==> config.mk <==
export PLATFORM = sky130hd
export DESIGN_NAME = loop_seq_ctrl
export DESIGN_NICKNAME = d
export VERILOG_FILES = /design/src/rtl/loop_seq_ctrl.sv
export SDC_FILE = /design/constraint.sdc
export NUM_CORES = 2
export LEC_CHECK = 0
export ABC_AREA = 1
export CORE_AREA = 2 2 279 281
export CTS_CLUSTER_DIAMETER = 150
export DETAILED_ROUTE_END_ITERATION = 12
export DIE_AREA = 0 0 281 283
export DONT_BUFFER_PORTS = 1
export GPL_ROUTABILITY_DRIVEN = 1
export PLACE_DENSITY = 0.56
export SLEW_MARGIN = 20
export SYNTH_ARGS = -nofsm -noshare
export SYNTH_HDL_FRONTEND = slang
export SYNTH_SLANG_ARGS = --single-unit
==> constraint.sdc <==
create_clock -name clk -period 17.28 [get_ports clk]
set_clock_uncertainty 0.15 [all_clocks]
set_input_delay 5.184 -clock clk [delete_from_list [all_inputs] [get_ports clk]]
set_output_delay 5.184 -clock clk [all_outputs]
set_load 0.02 [all_outputs]
==> src/rtl/loop_seq_ctrl.sv <==
// ---------------------------------------------------------------------------
// loop_seq_ctrl
//
// Sequencer for the loop-accumulation datapath. One job (in1, in2) is taken
// through a valid/ready handshake, then two loops run one iteration per clock
// over a single shared adder and a single shared multiplier:
//   sum loop  : sum += in1 + i,  i = 0 .. SUM_ITERS-1
//   prod loop : prod *= i,       i = 1 .. n, n = clamp(in2, 0, PROD_MAX)
// The results are held on out1/out2 until the consumer takes them.
//
// Ports:
//   clk        - rising-edge clock
//   rst        - asynchronous, active-high reset
//   in_valid   - job request
//   in_ready   - block is idle and can take a job
//   in1        - signed sum operand (W bits)
//   in2        - signed product-loop bound (W bits)
//   abort      - synchronous cancel of a running job (ignored in IDLE/DONE
//                except that it blocks an accept in IDLE)
//   out_valid  - result valid (DONE state)
//   out_ready  - consumer accepts the result
//   out1       - sum result (W bits, wrap-around)
//   out2       - product result n! (low W bits)
//   busy       - a loop is running
//   job_count  - completed output handshakes, wraps at 16 bits
// ---------------------------------------------------------------------------
module loop_seq_ctrl #(
    parameter int W         = 32,
    parameter int SUM_ITERS = 5,
    parameter int PROD_MAX  = 7
) (
    input  logic         clk,
    input  logic         rst,
    input  logic         in_valid,
    output logic         in_ready,
    input  logic [W-1:0] in1,
    input  logic [W-1:0] in2,
    input  logic         abort,
    output logic         out_valid,
    input  logic         out_ready,
    output logic [W-1:0] out1,
    output logic [W-1:0] out2,
    output logic         busy,
    output logic [15:0]  job_count
);

    typedef enum logic [1:0] {
        ST_IDLE = 2'd0,
        ST_SUM  = 2'd1,
        ST_PROD = 2'd2,
        ST_DONE = 2'd3
    } state_t;

    localparam logic [W-1:0] ZERO   = {W{1'b0}};
    localparam logic [W-1:0] ONE    = {{(W-1){1'b0}}, 1'b1};
    localparam logic [W-1:0] LAST_I = W'(SUM_ITERS - 1);
    localparam logic [W-1:0] PMAX   = W'(PROD_MAX);

    state_t         state_r;
    state_t         state_s;
    logic           accept_s;
    logic           drain_s;

    logic [W-1:0]   in1_q_r;
    logic [W-1:0]   n_r;
    logic [W-1:0]   i_r;
    logic [W-1:0]   sum_r;
    logic [W-1:0]   prod_r;
    logic [W-1:0]   out1_r;
    logic [W-1:0]   out2_r;
    logic [15:0]    job_count_r;
    logic           in_ready_r;
    logic           out_valid_r;
    logic           busy_r;

    logic [W-1:0]   n_clamp_s;
    logic [W-1:0]   sum_next_s;
    logic [W-1:0]   mul_s;

    // Shared arithmetic: one adder chain for the sum loop, one multiplier
    // for the product loop; both wrap at W bits.
    assign sum_next_s = sum_r + in1_q_r + i_r;
    assign mul_s      = prod_r * i_r;

    // Product-loop bound: negative or zero gives an empty loop, large values
    // are clamped so the loop length stays bounded.
    always_comb begin
        n_clamp_s = ZERO;
        if (in2[W-1] || (in2 == ZERO)) begin
            n_clamp_s = ZERO;
        end else if ($signed(in2) > $signed(PMAX)) begin
            n_clamp_s = PMAX;
        end else begin
            n_clamp_s = in2;
        end
    end

    // Next-state decode; abort wins over accept in IDLE and cancels the loops.
    always_comb begin
        state_s  = state_r;
        accept_s = 1'b0;
        drain_s  = 1'b0;
        case (state_r)
            ST_IDLE: begin
                if (abort) begin
                    state_s = ST_IDLE;
                end else if (in_valid) begin
                    state_s  = ST_SUM;
                    accept_s = 1'b1;
                end else begin
                    state_s = ST_IDLE;
                end
            end
            ST_SUM: begin
                if (abort) begin
                    state_s = ST_IDLE;
                end else if (i_r == LAST_I) begin
                    if (n_r == ZERO) begin
                        state_s = ST_DONE;
                    end else begin
                        state_s = ST_PROD;
                    end
                end else begin
                    state_s = ST_SUM;
                end
            end
            ST_PROD: begin
                if (abort) begin
                    state_s = ST_IDLE;
                end else if (i_r == n_r) begin
                    state_s = ST_DONE;
                end else begin
                    state_s = ST_PROD;
                end
            end
            ST_DONE: begin
                if (out_ready) begin
                    state_s = ST_IDLE;
                    drain_s = 1'b1;
                end else begin
                    state_s = ST_DONE;
                end
            end
            default: begin
                state_s = ST_IDLE;
            end
        endcase
    end

    // State register.
    always_ff @(posedge clk or posedge rst) begin
        if (rst) begin
            state_r <= ST_IDLE;
        end else begin
            state_r <= state_s;
        end
    end

    // Status flags registered from the next state so they line up with state_r.
    always_ff @(posedge clk or posedge rst) begin
        if (rst) begin
            in_ready_r  <= 1'b1;
            out_valid_r <= 1'b0;
            busy_r      <= 1'b0;
        end else begin
            in_ready_r  <= (state_s == ST_IDLE);
            out_valid_r <= (state_s == ST_DONE);
            busy_r      <= (state_s == ST_SUM) || (state_s == ST_PROD);
        end
    end

    // Loop datapath: operand capture, iteration counter, accumulators and
    // result registers. Results only change when a loop completes, so an
    // aborted job leaves the previous result visible.
    always_ff @(posedge clk or posedge rst) begin
        if (rst) begin
            in1_q_r <= ZERO;
            n_r     <= ZERO;
            i_r     <= ZERO;
            sum_r   <= ZERO;
            prod_r  <= ZERO;
            out1_r  <= ZERO;
            out2_r  <= ZERO;
        end else begin
            case (state_r)
                ST_IDLE: begin
                    if (accept_s) begin
                        in1_q_r <= in1;
                        n_r     <= n_clamp_s;
                        sum_r   <= ZERO;
                        i_r     <= ZERO;
                    end
                end
                ST_SUM: begin
                    if (!abort) begin
                        sum_r <= sum_next_s;
                        if (i_r == LAST_I) begin
                            if (n_r == ZERO) begin
                                // Empty product loop: 0! = 1.
                                out1_r <= sum_next_s;
                                out2_r <= ONE;
                            end else begin
                                prod_r <= ONE;
                                i_r    <= ONE;
                            end
                        end else begin
                            i_r <= i_r + ONE;
                        end
                    end
                end
                ST_PROD: begin
                    if (!abort) begin
                        prod_r <= mul_s;
                        if (i_r == n_r) begin
                            out1_r <= sum_r;
                            out2_r <= mul_s;
                        end else begin
                            i_r <= i_r + ONE;
                        end
                    end
                end
                ST_DONE: begin
                    // Results are held until drained.
                end
                default: begin
                    i_r <= ZERO;
                end
            endcase
        end
    end

    // Completed-job counter, stepped only on the output handshake.
    always_ff @(posedge clk or posedge rst) begin
        if (rst) begin
            job_count_r <= 16'd0;
        end else if (drain_s) begin
            job_count_r <= job_count_r + 16'd1;
        end
    end

    assign in_ready  = in_ready_r;
    assign out_valid = out_valid_r;
    assign busy      = busy_r;
    assign out1      = out1_r;
    assign out2      = out2_r;
    assign job_count = job_count_r;

endmodule

======== Word-level counts from Yosys, hierarchy flattened ========
Cells that the tools add are included.
word-level totals
  bits in registers ....................... 245
  output and inout port bits .............. 83
  word-level logic and storage cells ...... 90
cells by class
  $add $sub $neg .......................... 4
  multipliers ............................. 1
  magnitude comparators ................... 1
  eq/ne operators ......................... 17
  muxes and demuxes ....................... 41
  reductions and logical operators ........ 14
operator list
  kind                   count
  $mux 32                22
  $pmux 32 s2            4
  $pmux 32 s3            1
  $add 32x32->32         2
  $logic_not 32->1       2
  $add 32x1->32 const B  1
  $eq 32x3->1 const B    1
  $eq 32x32->1           1
  $gt 32x4->1 const B    1
  $mul 32x32->32         1
  $add 16x1->16 const B  1
  $ne 2x2->1 const B     8
  $reduce_and 6->1       2
  $mux 1                 9
  $eq 2x2->1 const B     4
  $mux 2                 4
  $pmux 2 s4             1
  $reduce_and 5->1       1
  $eq 2x1->1 const B     2
  $logic_not 2->1        2
  $reduce_bool 2->1      2
  $ne 3x3->1 const B     1
  $reduce_and 3->1       1
  $reduce_bool 3->1      1
  other kinds (2)        3

======== Longest topological paths before layout ========
  depth after elaboration ................. 7
  depth in mapped cells ................... 35

======== Least setup slack after synthesis ========
Ideal clock, no wire load.
  path type ............................... flip-flop to flip-flop
  start ................................... reg i_r[3]
  end ..................................... reg prod_r[28]
  setup time .............................. 0.066 ns
  arrival time ............................ 6.633 ns
  slack ................................... 10.431 ns
  stages on the path, launching flop included .. 32
  path through ............................ dfrtp_1 > buf_4 > clkbuf_1 > buf_1 > nand2_1 > inv_1 > fa_1 > inv_1 > fa_1 > fa_1 > fa_1 > inv_1 > fa_1 > inv_1 > fa_1 > inv_1 > fa_1 > fa_1 > ha_1 > nand2_1 > inv_1 > a21oi_1 > nor2_1 > nor2_1 > nand3_1 > nand2_1 > nand2_1 > a21oi_1 > nor2_1 > nor3b_1 > nand2_1 > nand2_1
on the way
  longest elaborated chain between the ends .. 3
RTL lines
  item                                                    RTL line  source
  start: declaration                                      66        logic [W-1:0] i_r;
  start signal: assignment                                207       i_r <= i_r + ONE;
  start signal: assignment                                218       i_r <= i_r + ONE;
  $mul 32x32->32 / $eq 32x3->1 (equally long branches)    83, 197
  $mux 32 / $ne 2x2->1 (equally long branches)            -
  $pmux 32 s2 / $reduce_and 5->1 (equally long branches)  -
  end signal: assignment                                  213       prod_r <= mul_s;
  end: declaration                                        68        logic [W-1:0] prod_r;
Several ways; a longest one is shown, not always the timed one. The select of a mux whose other input is x is not followed.
A chain may end at the register's enable or synchronous reset.

======== Worst setup path in the final report ========
  start ................................... reg prod_r[13]
  end ..................................... reg prod_r[24]
on the way
  longest elaborated chain between the ends .. 3
RTL lines
  item            RTL line  source
  $mul 32x32->32  83        assign mul_s = prod_r * i_r;
  $mux 32         212       if (!abort) begin
  $pmux 32 s2     185       case (state_r)
No other way between the ends. The select of a mux whose other input is x is not followed.

==> qor.csv <==
stage,metric,value,unit
outcome,status,"finished, final reports clean",
synth,Syn Nets,4623,
clock_network,clock root cell,clkbuf_16,
final_layout,area grow syn2layout,6.216,%
drt,DR vias,24058,
final_layout,Fillers,7870,
clock_network,post-CTS setup buffers,0,
synth,Syn Inst Count,3951,
drt,Avg WL per Cell,17.68,um
final_layout,Non-Filler Instances,4909,
synth,leading area contributor after synthesis,fa_1,
floorplan,Die Y,283,um
synth,distinct cell type count of the synthesized netlist,54,
global_routing,met1 Track Usage GR,29.79,%
final_layout,Nets,4521,
final_layout,final design instance area without fill,32200,um2
synth,post-synthesis sequential area ratio,20.23,%
timing,WHS,0.3464,ns
global_routing,GR Overflow Total,0,
placed_design,hpwl dp,65420,um
clock_network,maximum root-to-sink buffer count,3,
global_routing,first-pass GRT wire length,140700,um
worst_setup_path,worst r2r src,prod_r[13],
clock_network,later-pin clock latency in the skew report,0.61,ns
clock_network,CTS tree,yes,
synth,largest family of logic cells by synthesized area,adder cells,
drt,Routed WL,86780,um
worst_setup_path,reg2reg end,prod_r[24],
global_routing,vias in the first global route,25053,
synth,Synth Area in Adders,35.79,%
final_layout,Finished Core Util,41.98,%
worst_setup_path,CP arrival,7.78,ns
worst_setup_path,Reg2Reg Setup Slack,9.81,ns
worst_setup_path,CP dominant cell by count,fa_1,
synth,xor-xnor portion of the synthesized cell area,2.774,%
worst_setup_path,startpoint class of the critical path,flop,
timing,Hold Fails Final Rpt,0,
floorplan,IO Count,152,
floorplan,Starting Density,39.52,%
worst_setup_path,Max Fanout on Critical Path,20,
min_path,HP Class,reg2reg,
worst_setup_path,Setup CP Type,reg2reg,
synth,Yosys warnings,0,
drt,remaining antenna violation count after routing,0,
synth,post-synthesis simple-gate area fraction,21.06,%
final_layout,Antenna Cells,0,
min_path,hold_sp,prod_r[10],
clock_network,cts bufs inserted,28,
timing,count of final setup violators,0,
floorplan,Die X,281,um
synth,mapped cell area,30310,um2
global_routing,largest net degree at the start of global routing,119,
power,leak pwr,18.68,nW
worst_setup_path,Critical Path Slowest Stage Cell,dfrtp_1,
global_routing,routing usage on met3,2.185,%
drt,vias per cell,4.901,
floorplan,core area,76700,um2
timing,relative slew slack,23.58,%
synth,average size of a mapped cell,7.673,um2
flow_run,max cap viols,0,
worst_setup_path,worst endpoint required time,17.59,ns
timing,fin worst setup slack,9.809,ns
placed_design,GPL Wtd Cong,0.9054,
power,"Power, Total",2.439,mW
timing,ratio of final minimum period to clock period,43.24,%
worst_setup_path,largest stage delay on the critical path,1.11,ns
timing,crit path time final,7.471,ns
placed_design,placed cell count,4859,
placed_design,"Cell Area, Placed",31240,um2
drt,drt pass-1 iters,6,
power,Peak VDD IR,0.1088,mV
synth,"top cells by area, synth","fa_1 (29%), dfrtp_1 (20%), nand2_1 (15%)",
power,pwr dens,75.74,nW/um2
synth,top cell type's share of synthesized area,29.06,%
clock_network,Clock Pin Slew Worst Setup and Hold Paths,0.07,ns
timing,Setup TNS Final,0,ns
synth,ys flop type,dfrtp_1,
floorplan,Die Area,79520,um2
clock_network,Hold Buf Count CTS,0,
clock_network,Post-CTS Resized,0,
synth,Post-synth EDFFs,0,
floorplan,Rows,102,
drt,drc violations,0,
drt,1st-iter DRT viols,1418,
min_path,hold depth,2,
worst_setup_path,CP cell instances,"nand2_1, inv_1, fa_1, fa_1, fa_1, inv_1, fa_1, inv_1, fa_1, inv_1, fa_1, inv_1, fa_1, fa_1, ha_1, nand2_1, inv_1, a21oi_1, nor2_1, nor2_1, nand3_1, o21ai_0, o21ai_0",
synth,Compound-Gate Fraction of Synth Area,6.352,%
worst_setup_path,CP endpoint kind,flop,
final_layout,"commonest non-fill, non-tap cell in the layout",nand2_1,
min_path,hold path endpoint,prod_r[10],
timing,Max Slew Vio Count,0,
timing,Fmax achieved,133.8,MHz
global_routing,met2 usage,39.56,%
synth,Synth async-reset ratio,100.0,%
timing,Slew @ Worst Pin,1.146,ns
timing,RSZ-0062 raised after global routing,false,
global_routing,GRT Util Overall,22.59,%
final_layout,most frequent cells in the layout,"nand2_1 (1206), inv_1 (888), fa_1 (440)",
clock_network,Clock Sinks,245,
final_layout,share of post-route cells with drive strength above 1,3.929,%
global_routing,initial antenna violation count,0,
clock_network,htree depth,1,
global_routing,layer with the highest usage,met2,
placed_design,# port buffers,0,
placed_design,Place WS,9.522,ns
synth,synthesized flop and latch total,245,
worst_setup_path,r2r worst-path depth,23,
synth,multiplexer area fraction after synthesis,0,%
## worst max path at each step
stage	start	end	slack, ns
after global placement	rst	prod_r[6]	9.55
after CTS	i_r[7]	prod_r[24]	9.85
after floorplan	rst	busy	5.22
after global routing	prod_r[13]	out2[28]	9.37
after detailed placement	rst	prod_r[7]	9.52
final	prod_r[13]	prod_r[24]	9.81
## routing by layer
layer | wire (um) | part of all wire, %
met5 | 0 | 0
met4 | 2519 | 2.9
met3 | 4062 | 4.7
met2 | 43320 | 50
met1 | 36880 | 42
## critical path: cells and delay by family, from the launching register on
kind / cells / cell delay [ns]
AO/OA/AOI/OAI: 3 / 0.97
adder cells (fa/ha/maj): 9 / 4.20
buffers and inverters: 6 / 0.39
flip-flops: 1 / 1.11
AND/OR/NAND/NOR: 5 / 0.49
## power by group
part           switching (mW)  total, mW  internal, mW  leakage (nW)
clock                   0.263      0.624         0.361         0.464
combinational           0.641      0.959         0.319          15.0
sequential              0.165      0.855         0.690          3.25
## layout make-up
type / count / area (um2) / area share (%)
repair buffers: 50 / 375.4 / 1.166
clock inverters: 15 / 190.2 / 0.5907
flip-flops and latches: 245 / 6137 / 19.06
well taps: 1040 / 1301 / 4.041
clock buffers: 35 / 767.0 / 2.382
inverters: 906 / 3408 / 10.59
multi-input cells: 2618 / 20020 / 62.17
## Yosys cell counts, drive strengths merged (4+ instances only)
library cell	count
nor2	154
nand3b	6
clkbuf	111
fa	440
nand3	96
xnor2	49
or2	13
nand4	41
a22o	7
o31ai	8
nor4	22
buf	71
a21oi	113
o21ai	146
dfrtp	244
xor2	47
inv	905
a21o	9
o21a	8
a32o	4
nand2	1208
ha	163
nor3	36
nor3b	4
a31oi	11
o2111ai	8
o21bai	12
## state kept, by name, indices dropped and copies added, names as in the netlist
name and count:
out2 32, job_count 16, out_valid 1, in_ready 1, in1_q_r 32, state_r 2
busy 1, prod_r 32, sum_r 32, out1 32, n_r 32, i_r 32
## cell families after synthesis
family                   count (synthesis)
adder cells (fa/ha/maj)                603
AND/OR/NAND/NOR                       1581
flip-flops                             245
XOR/XNOR                                96
AO/OA/AOI/OAI                          338
buffers and inverters                 1088
Power figures use the tool's default switching activity.
